--- src/rtl/wb_arbiter.sv ---
// Two-master Wishbone pipelined arbiter with alternating tie-break, outstanding
// request tracking, and a response timeout that aborts a hung slave transaction.
//
// state | meaning
// IDLE  | no owner; arbitrate among masters asserting cyc
// OWN0  | master 0 owns the shared bus, pass-through
// OWN1  | master 1 owns the shared bus, pass-through
// ABORT | timeout fired; wait for the owner to drop cyc
module wb_arbiter #(
   parameter int unsigned TIMEOUT = 255,
   parameter int unsigned AW      = 30
) (
   input  logic          i_clk,
   input  logic          i_reset,
   input  logic          i_m0_cyc,
   input  logic          i_m0_stb,
   input  logic          i_m0_we,
   input  logic [AW-1:0] i_m0_addr,
   input  logic [31:0]   i_m0_data,
   input  logic [3:0]    i_m0_sel,
   output logic          o_m0_stall,
   output logic          o_m0_ack,
   output logic          o_m0_err,
   output logic [31:0]   o_m0_data,
   input  logic          i_m1_cyc,
   input  logic          i_m1_stb,
   input  logic          i_m1_we,
   input  logic [AW-1:0] i_m1_addr,
   input  logic [31:0]   i_m1_data,
   input  logic [3:0]    i_m1_sel,
   output logic          o_m1_stall,
   output logic          o_m1_ack,
   output logic          o_m1_err,
   output logic [31:0]   o_m1_data,
   output logic          o_wb_cyc,
   output logic          o_wb_stb,
   output logic          o_wb_we,
   output logic [AW-1:0] o_wb_addr,
   output logic [31:0]   o_wb_data,
   output logic [3:0]    o_wb_sel,
   input  logic          i_wb_stall,
   input  logic          i_wb_ack,
   input  logic          i_wb_err,
   input  logic [31:0]   i_wb_data,
   output logic [1:0]    o_grant,
   output logic          o_timeout
);

   typedef enum logic [1:0] {
      IDLE  = 2'd0,
      OWN0  = 2'd1,
      OWN1  = 2'd2,
      ABORT = 2'd3
   } state_e;

   localparam logic [7:0] TMO_LAST = 8'(TIMEOUT - 1);

   state_e        state_q, state_d;
   logic          last_owner_q, last_owner_d;
   logic [3:0]    cnt_q, cnt_d;
   logic [7:0]    timer_q, timer_d;

   logic          owned;
   logic          resp;
   logic          full;
   logic          accept;
   logic          timeout_fire;
   logic          sel_cyc, sel_stb, sel_we;
   logic [AW-1:0] sel_addr;
   logic [31:0]   sel_data;
   logic [3:0]    sel_sel;

   assign owned  = (state_q == OWN0) || (state_q == OWN1);
   assign resp   = i_wb_ack | i_wb_err;
   assign full   = (cnt_q == 4'hF);
   assign accept = o_wb_stb & ~i_wb_stall;

   // Fires on the cycle the timer would reach TIMEOUT with no response in sight.
   assign timeout_fire = owned && !i_reset && (cnt_q != 4'd0) && !resp
                         && (timer_q == TMO_LAST);

   assign o_grant   = {state_q == OWN1, state_q == OWN0};
   assign o_timeout = timeout_fire;

   always_comb begin
      if (state_q == OWN1) begin
         sel_cyc  = i_m1_cyc;
         sel_stb  = i_m1_stb;
         sel_we   = i_m1_we;
         sel_addr = i_m1_addr;
         sel_data = i_m1_data;
         sel_sel  = i_m1_sel;
      end else begin
         sel_cyc  = i_m0_cyc;
         sel_stb  = i_m0_stb;
         sel_we   = i_m0_we;
         sel_addr = i_m0_addr;
         sel_data = i_m0_data;
         sel_sel  = i_m0_sel;
      end
   end

   always_comb begin
      o_wb_cyc  = 1'b0;
      o_wb_stb  = 1'b0;
      o_wb_we   = 1'b0;
      o_wb_addr = '0;
      o_wb_data = '0;
      o_wb_sel  = '0;
      if (owned) begin
         o_wb_cyc  = sel_cyc & ~timeout_fire;
         // A full counter blocks new strobes so the slave never sees a 16th request.
         o_wb_stb  = sel_stb & ~full & ~timeout_fire;
         o_wb_we   = sel_we;
         o_wb_addr = sel_addr;
         o_wb_data = sel_data;
         o_wb_sel  = sel_sel;
      end
   end

   always_comb begin
      o_m0_stall = 1'b1;
      o_m0_ack   = 1'b0;
      o_m0_err   = 1'b0;
      o_m0_data  = '0;
      o_m1_stall = 1'b1;
      o_m1_ack   = 1'b0;
      o_m1_err   = 1'b0;
      o_m1_data  = '0;
      if (state_q == OWN0) begin
         o_m0_stall = i_wb_stall | full;
         o_m0_ack   = i_wb_ack;
         o_m0_err   = i_wb_err | timeout_fire;
         o_m0_data  = i_wb_data;
      end else if (state_q == OWN1) begin
         o_m1_stall = i_wb_stall | full;
         o_m1_ack   = i_wb_ack;
         o_m1_err   = i_wb_err | timeout_fire;
         o_m1_data  = i_wb_data;
      end
   end

   always_comb begin
      state_d      = state_q;
      last_owner_d = last_owner_q;
      cnt_d        = cnt_q;
      timer_d      = timer_q;

      unique case (state_q)
         IDLE: begin
            if (i_m0_cyc && i_m1_cyc)
               state_d = last_owner_q ? OWN0 : OWN1;
            else if (i_m0_cyc)
               state_d = OWN0;
            else if (i_m1_cyc)
               state_d = OWN1;
         end
         OWN0, OWN1: begin
            if (timeout_fire)
               state_d = ABORT;
            else if (!sel_cyc)
               state_d = IDLE;
         end
         ABORT: begin
            // last_owner still names the master that was aborted.
            if (!(last_owner_q ? i_m1_cyc : i_m0_cyc))
               state_d = IDLE;
         end
         default: state_d = IDLE;
      endcase

      if (state_q == IDLE && state_d == OWN0)
         last_owner_d = 1'b0;
      else if (state_q == IDLE && state_d == OWN1)
         last_owner_d = 1'b1;

      if (owned && state_d == state_q) begin
         if (accept && !(resp && cnt_q != 4'd0))
            cnt_d = cnt_q + 4'd1;
         else if (!accept && resp && cnt_q != 4'd0)
            cnt_d = cnt_q - 4'd1;
      end else begin
         cnt_d = 4'd0;
      end

      if (!owned || state_d != state_q || resp || cnt_q == 4'd0)
         timer_d = 8'd0;
      else
         timer_d = timer_q + 8'd1;
   end

   always_ff @(posedge i_clk) begin
      if (i_reset) begin
         state_q      <= IDLE;
         last_owner_q <= 1'b1;
         cnt_q        <= 4'd0;
         timer_q      <= 8'd0;
      end else begin
         state_q      <= state_d;
         last_owner_q <= last_owner_d;
         cnt_q        <= cnt_d;
         timer_q      <= timer_d;
      end
   end

endmodule

--- config.mk ---
export PLATFORM = sky130hd
export DESIGN_NAME = wb_arbiter
export DESIGN_NICKNAME = d
export VERILOG_FILES = /design/src/rtl/wb_arbiter.sv
export SDC_FILE = /design/constraint.sdc
export NUM_CORES = 1
export LEC_CHECK = 0
export BUFFER_PORTS_ARGS = -buffer_cell sky130_fd_sc_hd__buf_2
export CORE_AREA = 2 2 123 125
export DETAILED_ROUTE_END_ITERATION = 8
export DIE_AREA = 0 0 125 127
export PLACE_DENSITY = 0.54
export SLEW_MARGIN = 20
export SYNTH_ARGS = -nofsm -noshare
export SYNTH_HDL_FRONTEND = slang
export SYNTH_SLANG_ARGS = --single-unit
--- constraint.sdc ---
create_clock -name i_clk -period 4.37 [get_ports i_clk]
set_input_delay 0.437 -clock i_clk [delete_from_list [all_inputs] [get_ports i_clk]]
set_output_delay 0.437 -clock i_clk [all_outputs]
set_load 0.05 [all_outputs]
==> flow_summary.toml <==
[pwr]
ir_drop_v = 0.000111
power.total_mw = 1.20
p_leak_nw = 2.42
pwr_density_cell_mw_per_mm2 = 267

[cts]
tritoncts = "built"
cts.sinks = 15
clockBufferDepth = 2
h-tree-depth = 1
clk_pin_slew_worst_paths_ns = 0.06
cts_resized = 0
cts-root-buf = "clkbuf_16"
clk_latency_ns = 0.25
hold_buffers = 0
cts_setup_buffers = 0
numCtsBuffers = 3

[synthesis]
synth_seq_cells = 15
synthFlopType = "dfxtp_1"
seq_area_frac_synth = 0.112
synth_area_leaders = "mux2i_1 (26%), nor2b_1 (17%), and2_1 (16%)"
synth-xor-area-share = 0.0295
syn_area_mm2 = 0.00267
syn_nets = 532
synthCells = 348
synth_edf_count = 0
synth_top_family_by_area = "simple AND/OR/NAND/NOR gates"
synth.area.mux_share = 0.276
synth_largest_area_cell = "mux2i_1"
synthAdderAreaFrac = 0.0450
yosys.area_share.simple = 0.444
synth_top_cell_area_share = 0.259
synth-async-reset-ratio = 0
synth_compound_area_frac = 0.0515
yosys_warnings = 0
avgSynthCellArea_um2 = 7.67
ys_types = 40

[setup_path]
cp-end-kind = "primary output"
rrSetupSlack_ns = 0.87
critical_path_class = "flip-flop to primary output"
worstPathArrival_ns = 3.07
worstSetupStartpointType = "flip-flop"
cp_max_fo = 37
cp.required_ns = 3.93

[placed_design]
dp_hpwl_um = 10500
port_buffers = 316
place.gp.congestion = 0.813

[job]
maxCapViolCount = 0

[floorplanning]
start_util = 0.185
num_rows = 44
io_pins = 317
die_height_um = 127
chipWidth_um = 125
core_area_mm2 = 0.0144
dieArea_mm2 = 0.0159

[cells_and_area]
n_fill_cell = 1611
nNetsFinal = 833
final_common_cell = "buf_2"
syn2layout_area_growth_pct = 69.2
final_cell_mix = "buf_2 (316), nor2b_1 (71), mux2i_1 (69)"
multiInputGateArea_mm2 = 0.00227
insertedDiodeCount = 0
seq_area_um2 = 300
drive_above_1_share = 0.528

[global_routing]
gr-total-overflow = 0
grt_usage = 0.137
grt_max_degree = 73
grt_pass1_wl_um = 17400
antenna_found_initial = 0
grt_pass1_vias = 3070

[drt]
routed_wl_um = 12300
drt-pass1-iter-count = 4
drt_iter0_markers = 61
wl_per_cell_um = 14.7
viasPerCell = 4.10
drc = 0
via_count = 3415
ant_nets = 0

[timing]
finalSetupViolCount = 0
fin_tns_setup_ns = 0
fmax_mhz = 286
whs_ns = 0.428
hold_viol = 0
worst_pin_slew_ns = 0.609
grt_setup_unrepaired = "no"
fin_crit_ns = 3.50
period_share = 0.801
skew_ns = 0.00213
maxSlewHeadroom = 0.591
final_max_slew_viol_count = 0

[min_path]
min-delay-path-class = "input port to flip-flop"

[run_status]
status = "complete, no violations"
## sequential cells by signal, summed over array words and instances (netlist names)
| name | flops |
|---|---|
| cnt_q | 4 |
| timer_q | 8 |
| state_q | 2 |
| last_owner_q | 1 |
## logic make-up after synthesis
group / count (synthesis)
AO/OA/AOI/OAI: 21
XOR/XNOR: 9
flip-flops: 15
AND/OR/NAND/NOR: 193
buffers and inverters: 28
multiplexers: 73
adder cells (fa/ha/maj): 9
## metrics by stage
stage | util | instance area (µm²) | worst slack (ns) | std cells
6_report | 0.313 | 4520 | 0.868 | 832
5_1_grt | 0.313 | 4520 | 0.604 | 832
4_1_cts | 0.313 | 4520 | 0.857 | 832
3_5_place_dp | 0.308 | 4440 | 0.910 | 828
3_3_place_gp | 0.308 | 4440 | 0.929 | 828
2_1_floorplan | - | 2670 | 0.938 | 348
## layer usage
| metal | part of all wire | GRT usage | up-vias | routed length [µm] |
|---|---|---|---|---|
| met4 | 0.0051 | 0.0216 | 0 | 63 |
| li1 | - | - | 1760 | - |
| met1 | 0.41 | 0.169 | 1480 | 5050 |
| met2 | 0.52 | 0.261 | 171 | 6390 |
| met5 | 0 | 0 | - | 0 |
| met3 | 0.063 | 0.0147 | 4 | 774 |
## worst paths after layout
check | from | to | cells past startpoint
worst max-delay path | state_q[0] | o_m1_data[20] | 8
worst min-delay path | i_reset | state_q[0] | 2
worst max register to register | state_q[1] | cnt_q[3] | 11
worst min register to register | timer_q[0] | timer_q[0] | 1
## synthesized netlist by cell type, types with 5 or more instances
| master | count |
|---|---|
| and2_1 | 67 |
| xor2_1 | 6 |
| nand2_1 | 11 |
| nor2_1 | 17 |
| nand3_1 | 9 |
| buf_1 | 6 |
| nor2b_1 | 72 |
| ha_1 | 8 |
| mux2i_1 | 69 |
| dfxtp_1 | 15 |
| clkbuf_1 | 18 |
| o21ai_0 | 5 |
| a21oi_1 | 5 |
## final cells by class
type | count | area share
repair buffers | 321 | 0.358
clock inverters | 1 | 0.00166
clock buffers | 3 | 0.0166
flip-flops and latches | 15 | 0.0665
inverters | 3 | 0.00249
well taps | 184 | 0.0510
multi-input cells | 305 | 0.503
## worst max-delay path, cell delays in order, from the launching register on
cell and delay (ns):
dfxtp_1 0.36, inv_1 0.21, ha_4 0.17, buf_4 0.47, buf_4 0.60, nor2b_2 0.24, buf_4 0.27, and2_1 0.18
buf_2 0.26
## power by group
group | internal [mW] | switching, mW | leakage (nW)
combinational | 0.257 | 0.611 | 2.26
clock | 0.124 | 0.0667 | 0.0371
sequential | 0.140 | 0.00611 | 0.121
total | 0.521 | 0.684 | 2.42
Power figures use the tool's default switching activity.
